==> src/rtl/sgr_attribute_engine.sv <==
// SGR attribute engine: interprets the parser's parameter stream into a working
// attribute set, commits it at END, and keeps a circular save/restore stack.
module sgr_attribute_engine #(
    parameter int CH_BITS     = 3,
    parameter int STACK_DEPTH = 4,
    parameter logic [3*CH_BITS-1:0] DEFAULT_FG = {3{CH_BITS'(8'hCD >> (8 - CH_BITS))}},
    parameter logic [3*CH_BITS-1:0] DEFAULT_BG = '0
) (
    input  logic                             clk,
    input  logic                             rst_n,
    input  logic                             cmd_valid,
    output logic                             cmd_ready,
    input  logic [2:0]                       cmd_op,
    input  logic [7:0]                       pn,
    output logic [3*CH_BITS-1:0]             fg,
    output logic [3*CH_BITS-1:0]             bg,
    output logic [7:0]                       effects,
    output logic                             attr_update,
    output logic [$clog2(STACK_DEPTH+1)-1:0] stack_count
);
    localparam int CL = 3 * CH_BITS;
    localparam int AW = 2 * CL + 8;
    localparam int CW = $clog2(STACK_DEPTH + 1);
    localparam int PW = (STACK_DEPTH > 1) ? $clog2(STACK_DEPTH) : 1;

    localparam logic [2:0] OP_INIT = 3'd1, OP_PARAM = 3'd2, OP_END = 3'd3,
                           OP_CLEAR = 3'd4, OP_SAVE = 3'd5, OP_RESTORE = 3'd6;
    localparam logic [7:0] LVL_NORM = 8'hAA, LVL_WHITE = 8'hCD, LVL_BRIGHT = 8'hFF;

    typedef enum logic [3:0] {
        S_START, S_FG_SEL, S_BG_SEL, S_FG_IDX, S_BG_IDX,
        S_FG_R, S_FG_G, S_FG_B, S_BG_R, S_BG_G, S_BG_B
    } state_t;

    function automatic logic [CH_BITS-1:0] top(input logic [7:0] v);
        return v[7 -: CH_BITS];
    endfunction

    // bit0 of sel = R, bit1 = G, bit2 = B; R occupies the MSBs of the colour
    function automatic logic [CL-1:0] mapc(input logic [2:0] sel, input logic [7:0] lvl);
        logic [CH_BITS-1:0] t;
        t = top(lvl);
        return {sel[0] ? t : {CH_BITS{1'b0}},
                sel[1] ? t : {CH_BITS{1'b0}},
                sel[2] ? t : {CH_BITS{1'b0}}};
    endfunction

    function automatic logic [7:0] step(input logic [7:0] k);
        case (k)
            8'd0:    return 8'd0;
            8'd1:    return 8'd95;
            8'd2:    return 8'd135;
            8'd3:    return 8'd175;
            8'd4:    return 8'd215;
            default: return 8'd255;
        endcase
    endfunction

    function automatic logic [CL-1:0] palette(input logic [7:0] i);
        logic [7:0] n, gr;
        if (i < 8'd8)
            return (i == 8'd7) ? mapc(3'd7, LVL_WHITE) : mapc(i[2:0], LVL_NORM);
        else if (i < 8'd16)
            return mapc(i[2:0], LVL_BRIGHT);
        else if (i < 8'd232) begin
            n = i - 8'd16;
            return {top(step(n / 8'd36)), top(step((n / 8'd6) % 8'd6)), top(step(n % 8'd6))};
        end else begin
            gr = 8'd8 + 8'd10 * (i - 8'd232);
            return {3{top(gr)}};
        end
    endfunction

    state_t          st, st_n;
    logic [CL-1:0]   c_fg, c_bg, w_fg, w_bg, fg_n, bg_n;
    logic [7:0]      c_eff, w_eff, eff_n;
    logic [AW-1:0]   mem [STACK_DEPTH];
    logic [PW-1:0]   sp, sp_inc, sp_dec;
    logic [CW-1:0]   cnt;
    logic [2:0]      s30, s40, s90, s100;
    logic            acc;

    assign acc    = cmd_valid && cmd_ready;
    assign sp_inc = (sp == PW'(STACK_DEPTH - 1)) ? '0 : sp + 1'b1;
    assign sp_dec = (sp == '0) ? PW'(STACK_DEPTH - 1) : sp - 1'b1;

    // Interpretation of one parameter against the working set
    always_comb begin
        fg_n  = w_fg;
        bg_n  = w_bg;
        eff_n = w_eff;
        st_n  = st;
        s30   = 3'(pn - 8'd30);
        s40   = 3'(pn - 8'd40);
        s90   = 3'(pn - 8'd90);
        s100  = 3'(pn - 8'd100);
        case (st)
            S_START: begin
                case (pn) inside
                    8'd0: begin
                        fg_n  = DEFAULT_FG;
                        bg_n  = DEFAULT_BG;
                        eff_n = '0;
                    end
                    8'd1:  eff_n[0] = 1'b1;
                    8'd2:  eff_n[1] = 1'b1;
                    8'd3:  eff_n[2] = 1'b1;
                    8'd4:  eff_n[3] = 1'b1;
                    8'd5:  eff_n[4] = 1'b1;
                    8'd7:  eff_n[5] = 1'b1;
                    8'd8:  eff_n[6] = 1'b1;
                    8'd9:  eff_n[7] = 1'b1;
                    8'd22: eff_n[1:0] = 2'b00;
                    8'd23: eff_n[2] = 1'b0;
                    8'd24: eff_n[3] = 1'b0;
                    8'd25: eff_n[4] = 1'b0;
                    8'd27: eff_n[5] = 1'b0;
                    8'd28: eff_n[6] = 1'b0;
                    8'd29: eff_n[7] = 1'b0;
                    [8'd30:8'd36]:   fg_n = mapc(s30, LVL_NORM);
                    [8'd40:8'd46]:   bg_n = mapc(s40, LVL_NORM);
                    8'd37:           fg_n = mapc(3'd7, LVL_WHITE);
                    8'd47:           bg_n = mapc(3'd7, LVL_WHITE);
                    8'd39:           fg_n = DEFAULT_FG;
                    8'd49:           bg_n = DEFAULT_BG;
                    [8'd90:8'd97]:   fg_n = mapc(s90, LVL_BRIGHT);
                    [8'd100:8'd107]: bg_n = mapc(s100, LVL_BRIGHT);
                    8'd38:           st_n = S_FG_SEL;
                    8'd48:           st_n = S_BG_SEL;
                    default: ;
                endcase
            end
            S_FG_SEL: st_n = (pn == 8'd5) ? S_FG_IDX : (pn == 8'd2) ? S_FG_R : S_START;
            S_BG_SEL: st_n = (pn == 8'd5) ? S_BG_IDX : (pn == 8'd2) ? S_BG_R : S_START;
            S_FG_IDX: begin fg_n = palette(pn); st_n = S_START; end
            S_BG_IDX: begin bg_n = palette(pn); st_n = S_START; end
            S_FG_R:   begin fg_n[CL-1 -: CH_BITS]        = top(pn); st_n = S_FG_G;  end
            S_FG_G:   begin fg_n[2*CH_BITS-1 -: CH_BITS] = top(pn); st_n = S_FG_B;  end
            S_FG_B:   begin fg_n[CH_BITS-1:0]            = top(pn); st_n = S_START; end
            S_BG_R:   begin bg_n[CL-1 -: CH_BITS]        = top(pn); st_n = S_BG_G;  end
            S_BG_G:   begin bg_n[2*CH_BITS-1 -: CH_BITS] = top(pn); st_n = S_BG_B;  end
            S_BG_B:   begin bg_n[CH_BITS-1:0]            = top(pn); st_n = S_START; end
            default:  st_n = S_START;
        endcase
    end

    always_ff @(posedge clk or negedge rst_n) begin
        if (!rst_n) begin
            st          <= S_START;
            c_fg        <= DEFAULT_FG;
            c_bg        <= DEFAULT_BG;
            c_eff       <= '0;
            w_fg        <= DEFAULT_FG;
            w_bg        <= DEFAULT_BG;
            w_eff       <= '0;
            cmd_ready   <= 1'b1;
            attr_update <= 1'b0;
            sp          <= '0;
            cnt         <= '0;
        end else begin
            attr_update <= 1'b0;
            if (!cmd_ready) begin
                // commit cycle following an accepted END
                c_fg        <= w_fg;
                c_bg        <= w_bg;
                c_eff       <= w_eff;
                attr_update <= 1'b1;
                cmd_ready   <= 1'b1;
            end else if (acc) begin
                case (cmd_op)
                    OP_INIT: begin
                        w_fg  <= c_fg;
                        w_bg  <= c_bg;
                        w_eff <= c_eff;
                        st    <= S_START;
                    end
                    OP_PARAM, OP_END: begin
                        w_fg  <= fg_n;
                        w_bg  <= bg_n;
                        w_eff <= eff_n;
                        st    <= st_n;
                        if (cmd_op == OP_END) cmd_ready <= 1'b0;
                    end
                    OP_CLEAR: begin
                        c_fg        <= DEFAULT_FG;
                        c_bg        <= DEFAULT_BG;
                        c_eff       <= '0;
                        w_fg        <= DEFAULT_FG;
                        w_bg        <= DEFAULT_BG;
                        w_eff       <= '0;
                        st          <= S_START;
                        attr_update <= 1'b1;
                    end
                    OP_SAVE: begin
                        sp <= sp_inc;
                        if (cnt != CW'(STACK_DEPTH)) cnt <= cnt + 1'b1;
                    end
                    OP_RESTORE: begin
                        if (cnt != '0) begin
                            {c_fg, c_bg, c_eff} <= mem[sp_dec];
                            sp  <= sp_dec;
                            cnt <= cnt - 1'b1;
                        end else begin
                            c_fg  <= DEFAULT_FG;
                            c_bg  <= DEFAULT_BG;
                            c_eff <= '0;
                        end
                        attr_update <= 1'b1;
                    end
                    default: ;
                endcase
            end
        end
    end

    // Full stack overwrites the oldest slot because sp wraps around
    always_ff @(posedge clk) begin
        if (acc && cmd_op == OP_SAVE) mem[sp] <= {c_fg, c_bg, c_eff};
    end

    assign fg          = c_fg;
    assign bg          = c_bg;
    assign effects     = c_eff;
    assign stack_count = cnt;

endmodule
==> config.mk <==
export PLATFORM = sky130hd
export DESIGN_NAME = sgr_attribute_engine
export DESIGN_NICKNAME = d
export VERILOG_FILES = /design/src/rtl/sgr_attribute_engine.sv
export SDC_FILE = /design/constraint.sdc
export NUM_CORES = 1
export LEC_CHECK = 0
export CELL_PAD_IN_SITES_DETAIL_PLACEMENT = 1
export CELL_PAD_IN_SITES_GLOBAL_PLACEMENT = 2
export CORE_ASPECT_RATIO = 1.75
export CORE_UTILIZATION = 40
export CTS_CLUSTER_SIZE = 8
export DETAILED_ROUTE_END_ITERATION = 10
export GPL_ROUTABILITY_DRIVEN = 1
export PLACE_DENSITY_LB_ADDON = 0.2
export SYNTH_ARGS = -nofsm -noshare
export SYNTH_HDL_FRONTEND = slang
export SYNTH_SLANG_ARGS = --single-unit
==> constraint.sdc <==
create_clock -name clk -period 3.1 [get_ports clk]
set_clock_uncertainty 0.2 [all_clocks]
set_input_delay 0.31 -clock clk [delete_from_list [all_inputs] [get_ports clk]]
set_output_delay 0.31 -clock clk [all_outputs]
set_load 0.02 [all_outputs]
# == Yosys cells after proc, flatten, opt, wreduce, memory -nomap -nowiden ==
# Memory sizes are Yosys's and may differ from the RTL's.
# Index checks and enable logic that the tools add are counted.
# totals
regBits,63
ram_bits,104
output_inout_bits,31
word_cells,498
mem_count,1
# memory_table
memory,depth,word_bits,read_ports,rd_clocked_by_memory_dff,write_ports,line,source
mem,4,26,1,0,1,77,logic [AW-1:0] mem [STACK_DEPTH];
# op_classes
addsub,11
n_mul,1
div_mod_pow,4
magnitude_cmp,11
eq_ne,175
mux,236
n_reduce_logical,37
# op_table
op,n
9-bit two-way mux,57
4-bit inequality test (second input constant),74
8-bit case mux with 5 select lines,3
4-bit two-way mux,28
1-bit two-way mux,103
3-bit inequality test (second input constant),32
24-bit AND reduction,3
23-bit AND reduction,3
3-bit two-way mux,22
8-bit by 2-bit == test with 1-bit output (second input constant),8
8-bit by 5-bit == test with 1-bit output (second input constant),7
3-bit case mux with 3 select lines,6
9-bit case mux with 3 select lines,2
8-bit by 3-bit == test with 1-bit output (second input constant),6
8-bit by 6-bit == test with 1-bit output (second input constant),6
9-bit case mux with 2 select lines,2
8-bit by 1-bit == test with 1-bit output (second input constant),4
8-bit logical NOT,4
8-bit two-way mux,4
7-bit inequality test (second input constant),4
4-bit case mux with 7 select lines,1
28-bit AND reduction,1
4-bit by 1-bit inequality test with 1-bit output (second input constant),6
8-bit case mux with 3 select lines,1
other kinds (56),88

# == Longest topological paths before layout ==
# depth
word_depth,29
ltp_mapped,31
depth_no_buf,27

# == Least setup slack after synthesis ==
# OpenSTA, ideal clock, no wires.
# synth_path
path_type,input-to-reg
start,input pn[5]
end,register w_bg[4]
setup_ns,0.125
t_arrival_ns,5.916
t_required_ns,2.775
path_slack_ns,-3.140
path_stages,29
path_cell_list,clkbuf_1 inv_1 ha_1 buf_2 and3b_1 clkbuf_1 o211ai_1 o211a_2 o211ai_4 nand2_1 ha_1 inv_1 nor3_1 a221oi_1 ha_1 mux2_2 a211oi_1 and2_1 nand2_1 a31oi_1 o21a_1 ha_1 nor2_1 a32o_1 a22o_1 a21oi_1 nand4_1 a41oi_1 o21ai_1
# synth_between
elab_chain_cells,25
word_cells_on_any_way,96
# synth_rtl
item,line,source
"start, declared",14,"input logic [7:0] pn,"
"parallel branches: the longest is 25 deep, another holds 8-bit by 5-bit subtractor with 8-bit output",--,
"end signal, assigned",173,w_bg <= c_bg;
"end signal, assigned",179,w_bg <= bg_n;
"end, declared",75,"logic [CL-1:0] c_fg, c_bg, w_fg, w_bg, fg_n, bg_n;"
# Parallel ways; which one is timed is not known. The select of a mux whose other input is x is not followed.
# A chain may end at the register's enable or synchronous reset.

# == Worst setup path after layout ==
# Ends and elaborated chain as after synthesis.

==> qor.csv <==
metric,value,unit
status,"complete, but fails checks",
failing checks,negative setup slack,
Final nets,1583,
vias per cell,5.98,
WS Path Type,primary input to register,
Synth area leader,edfxtp_1,
crit path launch type,primary input,
Worst path slowest cell,or4_4,
worst setup margin,-1950,ps
vias in the first global route,12500,
slew margin rel.,24.4,%
RSZ-0062 raised after global routing,true,
First DRT Iteration DRCs,460,
Sink Count,167,
Max VDD drop,483,uV
post-DP HPWL,34400,microns
Initial Util,40.7,%
Hold Slack,127,ps
Hold Path Class,primary input to asynchronous set/reset pin,
Area contributors post-synth,"edfxtp_1, dfrtp_1, nand2_1",
global-route wire length before repair,70300,microns
TritonRoute pass-1 iters,5,
Die Wd,129,microns
Die ar.,29000,sq um
Synth warnings,0,
cell count after synthesis,1192,
"Slew Viols, Final",0,
Critical Path Fanout Max,5,
"Min Clock Period, post-route",5050,ps
Layout fillers,3069,
initial antenna violation count,0,
crit path buf inv count,6,
"commonest non-fill, non-tap cell in the layout",buf_4,
Die Y,225,microns
CP max stage delay,550,ps
worst-margin pin slew,1130,ps
drt wl/cell,24.1,microns
maximum clock insertion buffer count,2,
total of max-cap violations,0,
Cells after DPL,1832,
WL final,46400,microns
Layout Utilization,59.0,%
Cell variety after synth,99,
final cycle utilization of the critical path,163,%
I/O pins,45,
RD Place Congestion,0.968,
Max H-tree Level,4,
area grow syn2layout,45.0,%
top-area cell type share of the netlist area,27.6,%
"worst slack, placed",-2960,ps
Synth Flop Type,edfxtp_1,
Post-DP Area,14400,sq um
global route overflow,0,
Final Hold Viols,0,
# setup viols final,18,
row cnt,81,
Synth Register Bits,167,
GRT Util Overall,32.3,%
fraction of the yosys area taken by sequential cells,41.6,%
final instance area,16400,sq um
drt drc,0,
number of flops mapped to enable cells by yosys,104,
largest net degree at the start of global routing,37,
"commonest non-fill, non-tap cells in the layout","buf_4, nand2_1, edfxtp_1, nor2_1, a21oi_1",
Max Clock Freq,0.198,GHz
antenna cells,0,
ys async rst share,37.7,%
syn_nets,1241,
Port Buf Inserts,44,
"delay-heaviest family, CP",compound AO/OA/AOI/OAI gates,
leakage,6.41,nW
synthesized area per cell,9.51,sq um
Vias,11500,
number of buffers inserted during clock tree synthesis,17,
CP most frequent cell,buf_4,
Worst EP required,3220,ps
CTS tree,done,
Critical Path End Type,register,
DRT antenna net count,0,
core area,27900,sq um
WP data arrival,5170,ps
Mapped Area,11300,sq um
later-pin clock latency in the skew report,430,ps
pwr/cell area,661,nW/um^2
root buffer cell,clkbuf_16,
Layout Cells excl Fill,1920,
ratio of cells with drive above 1 in the final layout,39.0,%
clk slew on worst S/H paths,70,ps
[area by class of cell]
cell class              instances  area, sq um  area share [%]
multi-input cells             917         7230            44.0
flip-flops and latches        167         4720            28.7
repair buffers                395         3240            19.7
well taps                     373          467            2.84
clock buffers                  17          425            2.59
clock inverters                15          200            1.22
inverters                      36          161           0.982
[sequential cells by signal, indices dropped and copies added, names as in the netlist]
signal / cells
mem: 104
bg: 9
fg: 9
w_bg: 9
w_fg: 9
effects: 8
w_eff: 8
st: 4
stack_count: 3
sp: 2
attr_update: 1
cmd_ready: 1
[cell usage after synthesis, types with 16 or more instances]
cell      number
o21ai_0       73
a21oi_1       86
a31oi_1       20
nand2_1      122
and2_1        17
o22ai_1       16
nor3_1        37
mux2i_1       22
nor2b_1       39
edfxtp_1     104
a211oi_1      23
xnor2_1       20
ha_1          33
a221o_1       21
nor2_1        92
inv_1         33
nand3_1       30
clkbuf_1      57
mux4_2        17
dfrtp_1       50
[per-stage QoR]
stage               TNS, ps  total power [mW]
detailed placement   -47920              7.95
global placement     -45590              7.80
finish               -23700              10.9
global route         -26680              11.4
CTS                  -23280              10.6
floorplan            -27300              5.97
[routing by layer]
metal  part of all wire [%]  vias to the layer above  track usage, %
met5                      0                        -               0
met4                    6.1                        0            20.8
met3                    2.2                      152            2.66
met2                     57                      285            62.9
met1                     35                     5802            31.6
li1                       -                     5242               -
[timing repair]
action,4_1_cts,5_1_grt
hold buffers,1,0
endpoints found under the hold margin,30,0
setup buffers,37,21
cloned,1,1
resized for setup,157,83
pin swaps,63,56
endpoints found under the setup margin,22,18
[power by group]
part	internal, mW	total, mW	switching [mW]
Clock	1.35	2.25	0.895
Sequential	2.93	3.38	0.448
Combinational	2.50	5.24	2.73
Total	6.79	10.9	4.08
[final timing paths]
path	startpoint	to	slack, ps	depth (start not counted)
worst min register to register	w_fg[7]	w_fg[7]	270	2
worst min-delay path	rst_n	bg[3]	130	2
max in group asynchronous	rst_n	cmd_ready	1810	3
worst max register to register	st[1]	w_bg[3]	180	11
worst max-delay path	pn[5]	w_bg[4]	-1950	26
min in group clk	w_fg[7]	w_fg[7]	270	2
[cell families after synthesis]
family | share of synthesized area [%]
AOI/OAI and AO/OA | 25.0
xor gates and xnor gates | 2.01
adders and majority gates | 4.00
buffers and inverters | 3.81
DFF | 41.6
muxes | 6.15
and+or+nand+nor | 17.5
Power figures use the tool's default switching activity.
